<file path="config.mk">
export PLATFORM = sky130hd
export DESIGN_NAME = uart_apb_ctrl
export DESIGN_NICKNAME = d
export VERILOG_FILES = /design/src/rtl/uart_pkg.sv /design/src/rtl/uart_tx_fifo.sv /design/src/rtl/uart_apb_ctrl.sv
export SDC_FILE = /design/constraint.sdc
export NUM_CORES = 1
export LEC_CHECK = 0
export CAP_MARGIN = 5
export CORE_ASPECT_RATIO = 0.8
export CORE_MARGIN = 5
export CORE_UTILIZATION = 50
export CTS_CLUSTER_DIAMETER = 60
export DETAILED_ROUTE_END_ITERATION = 6
export PLACE_DENSITY = 0.81
export SLEW_MARGIN = 25
export SYNTH_ARGS = -nofsm -noshare
export SYNTH_HDL_FRONTEND = slang
export SYNTH_HIERARCHICAL = 1
export SYNTH_SLANG_ARGS = --single-unit
</file>
<file path="constraint.sdc">
create_clock -name PCLK -period 3.9 [get_ports PCLK]
set_input_delay 0.39 -clock PCLK [delete_from_list [all_inputs] [get_ports PCLK]]
set_output_delay 0.39 -clock PCLK [all_outputs]
set_load 0.05 [all_outputs]
</file>
<file path="src/rtl/uart_pkg.sv">
// Shared definitions for the UART APB controller.
//   - register addresses
//   - APB-side FSM state and captured-operation enums
//   - parity encoding and configuration reset values
package uart_pkg;

  localparam int unsigned AddrTransData   = 32'h00;
  localparam int unsigned AddrRecvData    = 32'h04;
  localparam int unsigned AddrBaudConfig  = 32'h08;
  localparam int unsigned AddrFrameConfig = 32'h0C;
  localparam int unsigned AddrParConfig   = 32'h10;
  localparam int unsigned AddrStopConfig  = 32'h14;

  typedef enum logic [1:0] {StIdle, StAccess, StResp} state_e;

  typedef enum logic [2:0] {OpNone, OpTx, OpRx, OpCfgWr, OpCfgRd, OpMulti} op_e;

  typedef enum logic [1:0] {
    ParityNone = 2'd0,
    ParityOdd  = 2'd1,
    ParityEven = 2'd2,
    ParityRsvd = 2'd3
  } parity_e;

  localparam logic [15:0] BaudDivRst   = 16'd434;
  localparam logic [3:0]  FrameLenRst  = 4'd8;
  localparam logic [1:0]  ParityRst    = ParityNone;
  localparam logic [1:0]  StopBitsRst  = 2'd1;

  // Collapse the four detect strobes into one operation; several at once is illegal.
  function automatic op_e decode_op(input logic tx, input logic rx, input logic cw,
                                    input logic cr);
    logic [2:0] n;
    op_e        op;
    n = {2'b0, tx} + {2'b0, rx} + {2'b0, cw} + {2'b0, cr};
    if (n > 3'd1)  op = OpMulti;
    else if (tx)   op = OpTx;
    else if (rx)   op = OpRx;
    else if (cw)   op = OpCfgWr;
    else if (cr)   op = OpCfgRd;
    else           op = OpNone;
    return op;
  endfunction

endpackage

</file>
<file path="src/rtl/uart_tx_fifo.sv">
// Synchronous byte FIFO feeding the UART transmitter.
// Ports: clk_i/rst_i (sync, active-high), push_i/wdata_i write side,
//        pop_i/rdata_o read side (rdata_o shows the head entry), full_o/empty_o flags.
module uart_tx_fifo #(
  parameter int unsigned Depth = 4
) (
  input  logic       clk_i,
  input  logic       rst_i,
  input  logic       push_i,
  input  logic [7:0] wdata_i,
  input  logic       pop_i,
  output logic [7:0] rdata_o,
  output logic       full_o,
  output logic       empty_o
);

  localparam int unsigned PtrW = (Depth > 1) ? $clog2(Depth) : 1;

  logic [7:0]      mem_q [Depth];
  logic [PtrW-1:0] wptr_q, rptr_q;
  logic [PtrW:0]   cnt_q;
  logic            push_ok, pop_ok;

  assign full_o  = (cnt_q == (PtrW + 1)'(Depth));
  assign empty_o = (cnt_q == '0);
  assign push_ok = push_i & ~full_o;
  assign pop_ok  = pop_i & ~empty_o;
  assign rdata_o = mem_q[rptr_q];

  always_ff @(posedge clk_i) begin
    if (push_ok) mem_q[wptr_q] <= wdata_i;
  end

  // Pointers wrap naturally because Depth is a power of two.
  always_ff @(posedge clk_i) begin
    if (rst_i) begin
      wptr_q <= '0;
      rptr_q <= '0;
      cnt_q  <= '0;
    end else begin
      if (push_ok) wptr_q <= wptr_q + 1'b1;
      if (pop_ok)  rptr_q <= rptr_q + 1'b1;
      cnt_q <= cnt_q + (PtrW + 1)'(push_ok) - (PtrW + 1)'(pop_ok);
    end
  end

endmodule

</file>
<file path="src/rtl/uart_apb_ctrl.sv">
// APB-facing control block for a UART.
// Ports: PCLK/PRESET (sync, active-high); TX/RX/config detect strobes with
//        config_address/write_data; read_data/ready/error APB response;
//        tx_start/tx_data/tx_busy transmitter handshake; rx_valid/rx_data/rx_err
//        receiver input; baud_div/frame_len/parity_mode/stop_bits configuration.
// A detect seen in IDLE is captured, executed in ACCESS and answered in RESP.
module uart_apb_ctrl
  import uart_pkg::*;
#(
  parameter int unsigned DATA_WIDTH = 32,
  parameter int unsigned ADDR_WIDTH = 32,
  parameter int unsigned TX_DEPTH   = 4
) (
  input  logic                  PCLK,
  input  logic                  PRESET,
  input  logic                  TX_detect,
  input  logic                  RX_detect,
  input  logic                  config_write_detect,
  input  logic                  config_read_detect,
  input  logic [ADDR_WIDTH-1:0] config_address,
  input  logic [DATA_WIDTH-1:0] write_data,
  output logic [DATA_WIDTH-1:0] read_data,
  output logic                  ready,
  output logic                  error,
  output logic                  tx_start,
  output logic [7:0]            tx_data,
  input  logic                  tx_busy,
  input  logic                  rx_valid,
  input  logic [7:0]            rx_data,
  input  logic [1:0]            rx_err,
  output logic [15:0]           baud_div,
  output logic [3:0]            frame_len,
  output logic [1:0]            parity_mode,
  output logic [1:0]            stop_bits
);

  state_e                state_q;
  op_e                   op_q;
  logic [ADDR_WIDTH-1:0] addr_q;
  logic [15:0]           wdata_q;
  logic                  ready_q, error_q, tx_start_q;
  logic [DATA_WIDTH-1:0] read_data_q;
  logic [7:0]            tx_data_q;
  logic                  rx_valid_q, rx_ovr_q;
  logic [1:0]            rx_err_q;
  logic [7:0]            rx_data_q;
  logic [15:0]           baud_q;
  logic [3:0]            frame_q;
  logic [1:0]            parity_q, stop_q;

  logic                  fifo_push, fifo_pop, fifo_full, fifo_empty;
  logic [7:0]            fifo_rdata;
  logic [3:0]            cfg_sel;
  logic                  cfg_val_ok, cfg_hit, cfg_wr_ok, rx_consume, in_access;
  logic [DATA_WIDTH-1:0] cfg_rd, resp_data;
  logic                  resp_err;
  logic                  unused_wdata;

  assign unused_wdata = ^write_data[DATA_WIDTH-1:16];

  assign in_access  = (state_q == StAccess);
  assign fifo_push  = in_access && (op_q == OpTx) && !fifo_full;
  // Pop only every other cycle so each frame gets a distinct one-cycle start pulse.
  assign fifo_pop   = !fifo_empty && !tx_busy && !tx_start_q;
  assign rx_consume = in_access && (op_q == OpRx) && rx_valid_q;

  uart_tx_fifo #(
    .Depth (TX_DEPTH)
  ) u_tx_fifo (
    .clk_i   (PCLK),
    .rst_i   (PRESET),
    .push_i  (fifo_push),
    .wdata_i (write_data_q_byte()),
    .pop_i   (fifo_pop),
    .rdata_o (fifo_rdata),
    .full_o  (fifo_full),
    .empty_o (fifo_empty)
  );

  function automatic logic [7:0] write_data_q_byte();
    return wdata_q[7:0];
  endfunction

  always_comb begin
    cfg_sel    = '0;
    cfg_rd     = '0;
    cfg_val_ok = 1'b0;
    case (addr_q)
      ADDR_WIDTH'(AddrBaudConfig): begin
        cfg_sel[0]   = 1'b1;
        cfg_rd[15:0] = baud_q;
        cfg_val_ok   = (wdata_q != 16'd0);
      end
      ADDR_WIDTH'(AddrFrameConfig): begin
        cfg_sel[1]  = 1'b1;
        cfg_rd[3:0] = frame_q;
        cfg_val_ok  = (wdata_q[3:0] >= 4'd5) && (wdata_q[3:0] <= 4'd9);
      end
      ADDR_WIDTH'(AddrParConfig): begin
        cfg_sel[2]  = 1'b1;
        cfg_rd[1:0] = parity_q;
        cfg_val_ok  = (wdata_q[1:0] != ParityRsvd);
      end
      ADDR_WIDTH'(AddrStopConfig): begin
        cfg_sel[3]  = 1'b1;
        cfg_rd[1:0] = stop_q;
        cfg_val_ok  = (wdata_q[1:0] == 2'd1) || (wdata_q[1:0] == 2'd2);
      end
      default: ;
    endcase
  end

  assign cfg_hit   = |cfg_sel;
  // Reconfiguring while bytes are queued or on the wire would corrupt frames.
  assign cfg_wr_ok = cfg_hit && cfg_val_ok && fifo_empty && !tx_busy;

  always_comb begin
    resp_err  = 1'b0;
    resp_data = '0;
    case (op_q)
      OpTx:    resp_err = fifo_full;
      OpRx: begin
        if (rx_valid_q) resp_data[10:0] = {rx_ovr_q, rx_err_q, rx_data_q};
        else            resp_err = 1'b1;
      end
      OpCfgWr: resp_err = !cfg_wr_ok;
      OpCfgRd: begin
        if (cfg_hit) resp_data = cfg_rd;
        else         resp_err = 1'b1;
      end
      default: resp_err = 1'b1;
    endcase
  end

  always_ff @(posedge PCLK) begin
    if (PRESET) begin
      state_q     <= StIdle;
      op_q        <= OpNone;
      addr_q      <= '0;
      wdata_q     <= '0;
      ready_q     <= 1'b0;
      error_q     <= 1'b0;
      read_data_q <= '0;
      tx_start_q  <= 1'b0;
      tx_data_q   <= '0;
      rx_valid_q  <= 1'b0;
      rx_ovr_q    <= 1'b0;
      rx_err_q    <= '0;
      rx_data_q   <= '0;
      baud_q      <= BaudDivRst;
      frame_q     <= FrameLenRst;
      parity_q    <= ParityRst;
      stop_q      <= StopBitsRst;
    end else begin
      tx_start_q <= fifo_pop;
      if (fifo_pop) tx_data_q <= fifo_rdata;

      // A byte arriving during a consuming read replaces the one being returned.
      if (rx_valid) begin
        rx_valid_q <= 1'b1;
        rx_ovr_q   <= rx_consume ? 1'b0 : (rx_ovr_q | rx_valid_q);
        rx_err_q   <= rx_err;
        rx_data_q  <= rx_data;
      end else if (rx_consume) begin
        rx_valid_q <= 1'b0;
        rx_ovr_q   <= 1'b0;
      end

      unique case (state_q)
        StIdle: begin
          if (TX_detect || RX_detect || config_write_detect || config_read_detect) begin
            op_q    <= decode_op(TX_detect, RX_detect, config_write_detect,
                                 config_read_detect);
            addr_q  <= config_address;
            wdata_q <= write_data[15:0];
            state_q <= StAccess;
          end
        end
        StAccess: begin
          state_q     <= StResp;
          ready_q     <= 1'b1;
          error_q     <= resp_err;
          read_data_q <= resp_data;
          if ((op_q == OpCfgWr) && cfg_wr_ok) begin
            if (cfg_sel[0]) baud_q   <= wdata_q;
            if (cfg_sel[1]) frame_q  <= wdata_q[3:0];
            if (cfg_sel[2]) parity_q <= wdata_q[1:0];
            if (cfg_sel[3]) stop_q   <= wdata_q[1:0];
          end
        end
        StResp: begin
          state_q     <= StIdle;
          ready_q     <= 1'b0;
          error_q     <= 1'b0;
          read_data_q <= '0;
        end
        default: state_q <= StIdle;
      endcase
    end
  end

  assign read_data   = read_data_q;
  assign ready       = ready_q;
  assign error       = error_q;
  assign tx_start    = tx_start_q;
  assign tx_data     = tx_data_q;
  assign baud_div    = baud_q;
  assign frame_len   = frame_q;
  assign parity_mode = parity_q;
  assign stop_bits   = stop_q;

endmodule

</file>
==> results.toml <==
[worst_setup_path]
rrSetupSlack_ns = 0.86
reg2reg_depth = 15
r2r_start = "state_q[1]"
cp_max_fo = 6
crit_arrival_ns = 3.38
crit_type = "flip-flop to flip-flop"
start_kind = "flip-flop"
end_kind = "flip-flop"
timing.rr.end = "u_tx_fifo/cnt_q[2]"
worstPathRequired_ns = 4.25

[cts]
clkTransAtPathRegs_ns = 0.06
cts_buffer_depth = 2
cts_resized = 0
cts_tree = "built"
clock-sinks = 157
numCtsBuffers = 17
clkLatencyLatePin_ns = 0.42
cts_root_buffer = "clkbuf_16"
post-cts-setup-buffer-count = 0
cts_hold_buffers = 0
htreeDepth = 4

[logic_synthesis]
synth_top_area_share_pct = 37.7
synth-main-ff-cell = "dfxtp_1"
syn_inst = 684
yosysSeqAreaShare_pct = 52.2
yosys.area.top_type = "dfxtp_1"
yosysMostFrequentCell = "dfxtp_1"
synth-seq-cells = 157
synthArstFlopShare_pct = 0
ys_warn_count = 6
yosys-top-cells-area = "dfxtp_1, edfxtp_1, nand2_1, a21oi_1, mux2i_1"
synth-edff-count = 32
synth_cell_types = 60
synthTopCellsByCount = "dfxtp_1, nand2_1, a21oi_1, nor2_1, nand2b_1"
synth.cell_area_sq_um = 6640
syn_avg_cell_area_sq_um = 9.70

[cells_and_area]
n_antenna_cell = 0
area_growth_pct = 27.4
fin_area_sq_um = 8460
drive_gt1_share_pct = 7.50
n_fill_cell = 984
nets = 886

[global_routing]
grt.overflow.total = 0
grt_usage_pct = 20.6
grt_pass1_wl_mm = 26.2
grt_max_degree = 75
grt_pass1_vias = 5245
antenna_found_initial = 1

[hold_path]
min_path_cells = 2
hp-class = "flip-flop to flip-flop"
whs_endpoint = "addr_q[27]"
hold_start = "addr_q[27]"

[drt]
routed-via-count = 5226
drt-pass1-iter-count = 5
avgViaCountPerCell = 5.36
drt-wirelength-per-cell_microns = 16.6
ant_nets = 0
drc_errors = 0
wl_mm = 16.2
dr.first_iter.drc_count = 390

[sta]
finClkSkew_ns = 0.0119
period_share_pct = 77.9
drv_slew = 0
finalCriticalPeriod_ns = 3.04
setup_violations = 0
tns_ns = 0
rsz0062_at_grt = "false"
slew_headroom_pct = 32.7
fmaxAchievable_mhz = 329
max_slew.worst_pin.slew_ns = 1.01
hold_viol_final = 0

[job]
maxCapViolations = 0

[pwr]
peakVddDrop_mv = 0.353
totalPowerFinal_mw = 4.06
p_leak_nw = 3.18
power_density_nw_per_um2 = 480

[placed_design]
portBuffers = 116
gp_congestion = 0.911
dp_hpwl_mm = 11.5
place_area_sq_um = 7820

[floorplan]
row_count = 37
die_x_microns = 139
die_y_microns = 113
ios = 149
die_area_sq_um = 15700
core_area_sq_um = 12900
initial_utilization_pct = 51.4

[status]
outcome = "complete, no violations"
logic make-up after synthesis:
logic type      Yosys count  synth area share [%]
simple gates            266                  19.6
flops                   157                  52.2
compound gates          125                  11.1
buf+inv                  76                  5.75
mux                      40                  7.54
fa+ha+maj                17                  3.43
xor+xnor                  2                 0.264
other cells               1                0.0565
through the flow:
step / cells / worst slack [ns] / hold WS [ns] / utilization [%]
after CTS: 975 / 0.941 / 0.456 / 65.5
after global routing: 975 / 0.753 / 0.479 / 65.5
after detailed placement: 943 / 0.960 / 0.447 / 60.5
after floorplan: 699 / 1.01 / 0.436 / -
after global placement: 943 / 1.04 / 0.443 / 60.5
final: 975 / 0.862 / 0.453 / 65.5
where the power goes:
part	internal [mW]	switching, mW
Combinational	0.195	0.299
Clock	1.07	0.686
Sequential	1.74	0.0673
cells in the final DEF, fill, tap and decap left out, drive strengths merged, types with 15 or more instances in the layout:
cell type and n:
a21oi 72, conb 16, edfxtp 32, nand2b 38, clkbuf 21, dfxtp 125
mux2i 32, nand2 122, clkdlybuf4s50 115, nor2 41, o21ai 18, ha 15
inv 31
how the worst max path moves through the flow:
stage                    start            endpoint  slack [ns]
global placement    state_q[1]  u_tx_fifo/cnt_q[2]        1.04
detailed placement  state_q[1]  u_tx_fifo/cnt_q[2]        0.96
floorplan             tx_start  u_tx_fifo/cnt_q[2]        1.01
CTS                 state_q[1]  u_tx_fifo/cnt_q[2]        0.94
global route        state_q[1]  u_tx_fifo/cnt_q[2]        0.75
finish              state_q[1]  u_tx_fifo/cnt_q[2]        0.86
registers in the layout, indices dropped and copies added, names as in the netlist, 3 cells and up, named ones only:
register         count
rx_data_q            8
tx_data              8
addr_q              32
baud_div            16
read_data           16
wdata_q             16
frame_len            4
u_tx_fifo/mem_q     32
u_tx_fifo/cnt_q      3
op_q                 3
metal layers:
metal | global-route usage (%) | vias up | routed length (microns) | part of all wire, %
li1 | - | 2538 | - | -
met1 | 26.3 | 2488 | 7030 | 43
met2 | 34.8 | 179 | 7870 | 49
met3 | 6.13 | 19 | 1070 | 6.6
met4 | 4.63 | 2 | 206 | 1.3
met5 | 0 | - | 14 | 0.087
critical path, cell delays in order (launching register included):
cell and delay [ns]:
dfxtp_1 0.33, inv_1 0.11, ha_1 0.23, nand2_1 0.08, nor4_1 0.34, inv_1 0.16
nor2_2 0.25, inv_1 0.07, ha_1 0.29, inv_1 0.06, ha_1 0.13, inv_1 0.05
fa_1 0.39, xor2_1 0.16, and2_2 0.20, nor3_1 0.11
layout make-up:
| cell class | instances | area [sq um] | share of cell area, % |
|---|---|---|---|
| flip-flops and latches | 157 | 3460 | 40.9 |
| clock buffers | 21 | 503 | 5.95 |
| repair buffers | 121 | 1200 | 14.1 |
| clock inverters | 11 | 138 | 1.63 |
| inverters | 24 | 90.1 | 1.07 |
| multi-input cells | 466 | 2850 | 33.7 |
| well taps | 175 | 219 | 2.59 |
Power figures use the tool's default switching activity.
